--- src/rtl/led_pkg.sv ---
`default_nettype none
// ============================================================================
//  Module      : led_pkg
//  Description : Shared constants for the LED sequencer: pattern mode codes,
//                bounce direction codes and the prescaler width helper.
//  Revision    : 1.0 - initial release
// ============================================================================
package led_pkg;

    // Pattern mode select codes
    localparam logic [1:0] MODE_ROT_L  = 2'd0;
    localparam logic [1:0] MODE_ROT_R  = 2'd1;
    localparam logic [1:0] MODE_BOUNCE = 2'd2;
    localparam logic [1:0] MODE_BAR    = 2'd3;

    // Bounce direction codes
    localparam logic DIR_LEFT  = 1'b0;
    localparam logic DIR_RIGHT = 1'b1;

    // Counter width able to hold 0..ticks-1, never narrower than one bit
    function automatic int unsigned cnt_width(input int unsigned ticks);
        return (ticks <= 1) ? 1 : $clog2(ticks);
    endfunction

endpackage : led_pkg
`default_nettype wire

--- src/rtl/tick_div.sv ---
`default_nettype none
// ============================================================================
//  Module      : tick_div
//  Description : Prescaler. Counts enabled cycles 0..TICKS-1 and raises tick
//                combinationally in the enabled cycle where the count is at
//                its last value; the count then returns to zero.
//  Ports       : clk100m - clock
//                rst     - synchronous active-high reset (count -> 0)
//                en      - count enable; when low the count holds
//                clr     - synchronous clear, overrides en
//                tick    - terminal-count strobe (en && count == TICKS-1)
//  Revision    : 1.0 - initial release
// ============================================================================
module tick_div
    import led_pkg::*;
#(
    parameter int unsigned TICKS = 50000000
) (
    input  logic clk100m,
    input  logic rst,
    input  logic en,
    input  logic clr,
    output logic tick
);

    localparam int unsigned   CW   = cnt_width(TICKS);
    localparam logic [CW-1:0] LAST = CW'(TICKS - 1);

    logic [CW-1:0] cnt_q;
    logic [CW-1:0] cnt_d;

    assign tick = en && (cnt_q == LAST);

    always_comb begin
        cnt_d = cnt_q;
        if (clr) begin
            cnt_d = '0;
        end else if (tick) begin
            cnt_d = '0;
        end else if (en) begin
            cnt_d = cnt_q + CW'(1);
        end
    end

    always_ff @(posedge clk100m) begin
        if (rst) begin
            cnt_q <= '0;
        end else begin
            cnt_q <= cnt_d;
        end
    end

endmodule : tick_div
`default_nettype wire

--- src/rtl/led_pattern_gen.sv ---
`default_nettype none
// ============================================================================
//  Module      : led_pattern_gen
//  Description : LED bank sequencer. A prescaler divides the clock to a step
//                rate; each step advances the LED vector by the selected
//                pattern (rotate left, rotate right, bounce, bar fill).
//  Ports       : clk100m - 100 MHz system clock
//                rst     - synchronous active-high reset
//                mode    - pattern select (0 rotl, 1 rotr, 2 bounce, 3 bar)
//                run     - 1 advances, 0 freezes prescaler and pattern
//                leds    - registered LED drive
//                step    - one-cycle pulse in the cycle the pattern advances
//                wrap    - pulse with step when the pattern hits its start
//  Revision    : 1.0 - initial release
// ============================================================================
module led_pattern_gen
    import led_pkg::*;
#(
    parameter int          WIDTH = 16,
    parameter int unsigned TICKS = 50000000
) (
    input  logic             clk100m,
    input  logic             rst,
    input  logic [1:0]       mode,
    input  logic             run,
    output logic [WIDTH-1:0] leds,
    output logic             step,
    output logic             wrap
);

    localparam logic [WIDTH-1:0] ONE = WIDTH'(1);

    // Bar fill starts empty; every other mode starts with bit0 lit
    function automatic logic [WIDTH-1:0] start_val(input logic [1:0] m);
        return (m == MODE_BAR) ? '0 : ONE;
    endfunction

    logic [1:0]       mode_q;
    logic [WIDTH-1:0] leds_q, leds_d;
    logic             dir_q, dir_d;
    logic             step_q, step_d;
    logic             wrap_q, wrap_d;

    logic [WIDTH-1:0] pat_next;
    logic             dir_next;
    logic             pat_wrap;
    logic             mode_chg;
    logic             tick;

    assign mode_chg = (mode != mode_q);

    tick_div #(
        .TICKS   (TICKS)
    ) u_tick_div (
        .clk100m (clk100m),
        .rst     (rst),
        .en      (run),
        .clr     (mode_chg),
        .tick    (tick)
    );

    // Pattern advance for the mode currently in effect. On a tick mode_q
    // equals mode, since any difference takes the mode-change path instead.
    always_comb begin
        pat_next = leds_q;
        dir_next = dir_q;
        pat_wrap = 1'b0;
        case (mode_q)
            MODE_ROT_L: begin
                // Shift form stays correct for WIDTH=1 (result equals input)
                pat_next = (leds_q << 1) | (leds_q >> (WIDTH - 1));
                pat_wrap = (pat_next == ONE);
            end
            MODE_ROT_R: begin
                pat_next = (leds_q >> 1) | (leds_q << (WIDTH - 1));
                pat_wrap = (pat_next == ONE);
            end
            MODE_BOUNCE: begin
                if (WIDTH == 1) begin
                    pat_next = ONE;
                    dir_next = DIR_LEFT;
                end else if (dir_q == DIR_LEFT) begin
                    // Reversal and first move back happen in the same step
                    if (leds_q[WIDTH-1]) begin
                        dir_next = DIR_RIGHT;
                        pat_next = leds_q >> 1;
                    end else begin
                        pat_next = leds_q << 1;
                    end
                end else begin
                    if (leds_q[0]) begin
                        dir_next = DIR_LEFT;
                        pat_next = leds_q << 1;
                    end else begin
                        pat_next = leds_q >> 1;
                    end
                end
                pat_wrap = (pat_next == ONE);
            end
            default: begin
                // Thermometer fill, then clear once full
                pat_next = (&leds_q) ? '0 : ((leds_q << 1) | ONE);
                pat_wrap = (pat_next == '0);
            end
        endcase
    end

    // Mode change restarts the pattern and beats a coincident tick
    always_comb begin
        leds_d = leds_q;
        dir_d  = dir_q;
        step_d = 1'b0;
        wrap_d = 1'b0;
        if (mode_chg) begin
            leds_d = start_val(mode);
            dir_d  = DIR_LEFT;
        end else if (tick) begin
            leds_d = pat_next;
            dir_d  = dir_next;
            step_d = 1'b1;
            wrap_d = pat_wrap;
        end
    end

    always_ff @(posedge clk100m) begin
        if (rst) begin
            mode_q <= mode;
            leds_q <= start_val(mode);
            dir_q  <= DIR_LEFT;
            step_q <= 1'b0;
            wrap_q <= 1'b0;
        end else begin
            mode_q <= mode;
            leds_q <= leds_d;
            dir_q  <= dir_d;
            step_q <= step_d;
            wrap_q <= wrap_d;
        end
    end

    assign leds = leds_q;
    assign step = step_q;
    assign wrap = wrap_q;

endmodule : led_pattern_gen
`default_nettype wire

--- config.mk ---
export PLATFORM = sky130hd
export DESIGN_NAME = led_pattern_gen
export DESIGN_NICKNAME = d
export VERILOG_FILES = /design/src/rtl/led_pkg.sv /design/src/rtl/tick_div.sv /design/src/rtl/led_pattern_gen.sv
export SDC_FILE = /design/constraint.sdc
export NUM_CORES = 1
export LEC_CHECK = 0
export BUFFER_PORTS_ARGS = -buffer_cell sky130_fd_sc_hd__buf_2
export CAP_MARGIN = 20
export CORE_MARGIN = 2
export CORE_UTILIZATION = 61
export CTS_BUF_LIST = sky130_fd_sc_hd__clkbuf_4
export DETAILED_ROUTE_END_ITERATION = 10
export PLACE_DENSITY = 0.91
export SETUP_SLACK_MARGIN = 0.1
export SYNTH_ARGS = -nofsm -noshare
export SYNTH_HDL_FRONTEND = slang
export SYNTH_SLANG_ARGS = --single-unit
--- constraint.sdc ---
create_clock -name clk100m -period 3.25 [get_ports clk100m]
set_input_delay 0.1625 -clock clk100m [delete_from_list [all_inputs] [get_ports clk100m]]
set_output_delay 0.1625 -clock clk100m [all_outputs]
set_load 0.01 [all_outputs]
==> results.rst <==
.. list-table::
   :header-rows: 1

   * - Metric
     - Value
   * - Outcome
     - completed
   * - Final Skew
     - approximately 0.014 ns
   * - RSZ-0062 raised after global routing
     - no
   * - Power Dens Cells
     - 384 nW/µm²
   * - Post-route clock period utilization
     - 75.5%
   * - Most used flip-flop cell after synthesis
     - dfxtp_1
   * - Root buf cell
     - clkbuf_4
   * - Leading cell types in the layout, fill and taps excluded
     - 61 x nor2_1, 31 x dfxtp_1, 22 x buf_2
   * - Combined area of all synthesized cells
     - 2550 µm²
   * - Slew at the pin closest to its max-slew limit
     - 0.681 ns
   * - Total power draw
     - between 1 and 1.5 mW
   * - Commonest non-fill, non-tap cell in the layout
     - nor2_1
   * - Max Cap Viol
     - 0
   * - Initial antenna violation count
     - 0
   * - Register-to-Register Path Depth
     - 8
   * - Area share of the largest cell type after synthesis
     - 24.4%
   * - Static leakage
     - 0.998 nW
   * - Vias in the first global route
     - 2,038
   * - Worst Hold Slack
     - 0.142 ns
   * - Row count
     - 23
   * - Number of nets with antenna violations after routing
     - 0
   * - Count of boundary I/O pins
     - 23
   * - Net switching share of the total power
     - 27.8%
   * - Count of TritonRoute iterations in the first routing pass
     - 5
   * - Placed insts
     - 351
   * - Number of pins with negative max-slew slack in the final report
     - 0
   * - Source-to-sink clock delay at the later pin of the worst-skew pair
     - 0.35 ns
   * - Dominant cell type by area after synthesis
     - dfxtp_1
   * - Required @ worst endpoint
     - 3.49 ns
   * - Cell internal power dissipation
     - 0.765 mW
   * - Number of DRC markers in iteration 0
     - 327
   * - Number of clock sinks
     - 47
   * - Post-synthesis sequential element count
     - 47
   * - Max Clk Rate
     - 408 MHz
   * - Total routing resource utilization after global routing
     - 25.7%
   * - PortBufs
     - 22
   * - Min cycle time layout
     - 2.45 ns
   * - VDD IR max
     - 0.230 mV
   * - Count of nets after finishing
     - between 300 and 400
   * - Number of hold-repair buffers added at the cts stage
     - 2
   * - Total negative slack for setup checks
     - 0 ns
   * - Number of buffers inserted to repair setup after CTS
     - 0
   * - Floorplan die width
     - 68.6 µm
   * - Crit. End Element
     - flip-flop
   * - Number of setup violations in the final report
     - 0
   * - Count of placed standard cells in the final layout, fillers left out
     - about 360
   * - Hold/Removal Path Class
     - primary input to flip-flop
   * - RD Place Congestion
     - 0.979
   * - Async set-reset flop share out of synthesis
     - 0%
   * - Initial core utilization
     - 63.7%
   * - Area growth, synth to finish
     - 8.26%
   * - Sequential power share
     - between 60% and 70%
   * - TritonCTS clock tree
     - built
   * - # resized after CTS
     - 0
   * - Logic gate share of total power
     - 13.0%
   * - Routed wire length per instance
     - 14.8 µm
   * - Clock power frac
     - approximately 25%
   * - Floorplan Core Area
     - 4000 µm²
   * - CTS clock-pin slew for the worst setup and hold paths
     - 0.12 ns
   * - Slew margin rel.
     - 54.2%
   * - Kind of launch point of the worst setup path
     - flip-flop
   * - Worst EP arrival
     - 2.70 ns
   * - Average vias per placed instance
     - 6.14
   * - Net Sw Power
     - 0.294 mW
   * - Sum of overflow across all layers after global routing
     - 0
   * - Max Fanout on Critical Path
     - 16
   * - Count of H-tree levels built during CTS
     - 2
   * - Maximum number of pins on one net before global-route repair
     - 21
   * - Vias after detailed routing
     - ~2,200
   * - Number of synthesized flops with an enable pin
     - 16
   * - Post-detailed-route DRC marker count
     - 0
   * - Category of the most critical setup path
     - flip-flop to flip-flop
   * - Area of the die
     - 4710 µm²
   * - Bufs on Longest Clock Path
     - 2
   * - Wire length after detailed routing
     - roughly 5.3 mm
   * - Sequential share of the synthesized area
     - a little over two fifths
   * - Biggest area contributors in the synthesized netlist
     - dfxtp_1 24%, edfxtp_1 19%, nor2_1 9.0%
   * - Die boundary height
     - between 60 and 70 µm
   * - Number of buffers added by the clock tree synthesis step
     - 5
   * - Yosys Warn Count
     - 0
   * - Unique masters post-synth
     - 48
   * - Cell count after synthesis
     - 288
   * - Post-Syn Area per Cell
     - ~9 µm²
   * - Post-detailed-placement half-perimeter wirelength
     - roughly 3.8 mm
   * - Count of cells along the worst hold path
     - 3
   * - Number of hold violations in the final report
     - 0
   * - Number of inserted diodes
     - 0
   * - Global-route wire length before repair
     - 9.07 mm
   * - Post-synthesis net count
     - 299
   * - Proportion of layout cells with a drive suffix above 1
     - 13.8%
[worst paths after layout]
kind / from / end / slack, ns
worst max-delay path: u_tick_div.cnt_q[6] / u_tick_div.cnt_q[10] / 0.80
worst min-delay path: run / u_tick_div.cnt_q[1] / 0.14
worst max register to register: u_tick_div.cnt_q[6] / u_tick_div.cnt_q[10] / 0.80
worst min register to register: u_tick_div.cnt_q[23] / u_tick_div.cnt_q[23] / 0.53
[Yosys cell counts (7+ instances only)]
library cell,count
a21oi_1,9
nand2_1,18
a22oi_1,14
o21ai_0,9
nor2_1,61
edfxtp_1,16
dfxtp_1,31
xor2_1,21
nand3_1,16
nor3_1,7
nor4_1,7
nand4_1,10
[cells by family after synthesis]
group / share of synthesized area, %
xor gates and xnor gates: 9.29
AOI/OAI and AO/OA: 13.0
buffers and inverters: 3.19
and+or+nand+nor: 27.1
DFF: 43.2
adders and majority gates: 2.95
muxes: 1.23
[cell type report]
| type | count | area [µm²] |
|---|---|---|
| Multi-Input combinational cell | 224 | 1360 |
| Fill cell | 319 | 1240 |
| Sequential cell | 47 | 1100 |
| Timing Repair Buffer | 27 | 153 |
| Tap cell | 50 | 62.6 |
| Clock buffer | 5 | 37.5 |
| Clock inverter | 3 | 20.0 |
| Inverter | 5 | 18.8 |
[power by group through the flow]
stage | clock, mW | combinational, mW | sequential (mW)
final | 0.260 | 0.138 | 0.661
after global routing | 0.298 | 0.154 | 0.664
after CTS | 0.272 | 0.137 | 0.659
after detailed placement | 0 | 0.134 | 0.672
after global placement | 0 | 0.131 | 0.672
after floorplan | 0 | 0.0968 | 0.666
[registers in the layout (all words and copies together) (netlist names)]
name and flops:
step 1, leds 16, wrap 1, dir_q 1, u_tick_div.cnt_q 26, mode_q 2
[routing by layer]
metal | global-route usage [%] | up-vias | part of all wire, %
li1 | - | 1080 | -
met1 | 30.7 | 1043 | 42
met2 | 43.0 | 79 | 50
met3 | 5.84 | 14 | 5.2
met4 | 13.5 | 0 | 2.5
met5 | 0 | - | 0
[critical path, cell delays in order (launching register included)]
cell and delay, ns:
dfxtp_1 0.42, nor4b_1 0.25, nand4_1 0.13, nor4_1 0.25
nand3_1 0.20, nand2b_1 0.48, buf_4 0.32, buf_4 0.24
nor2_1 0.07
[stage by stage]
step | util [%] | setup WS [ns] | instance area (µm²)
6_report | 68.9 | 0.797 | 2760
5_1_grt | 68.9 | 0.453 | 2760
4_1_cts | 68.9 | 0.777 | 2760
3_5_place_dp | 67.0 | 0.790 | 2680
3_3_place_gp | 67.0 | 0.906 | 2680
2_1_floorplan | - | 0.821 | 2550
(Power assumes the default switching activity.)
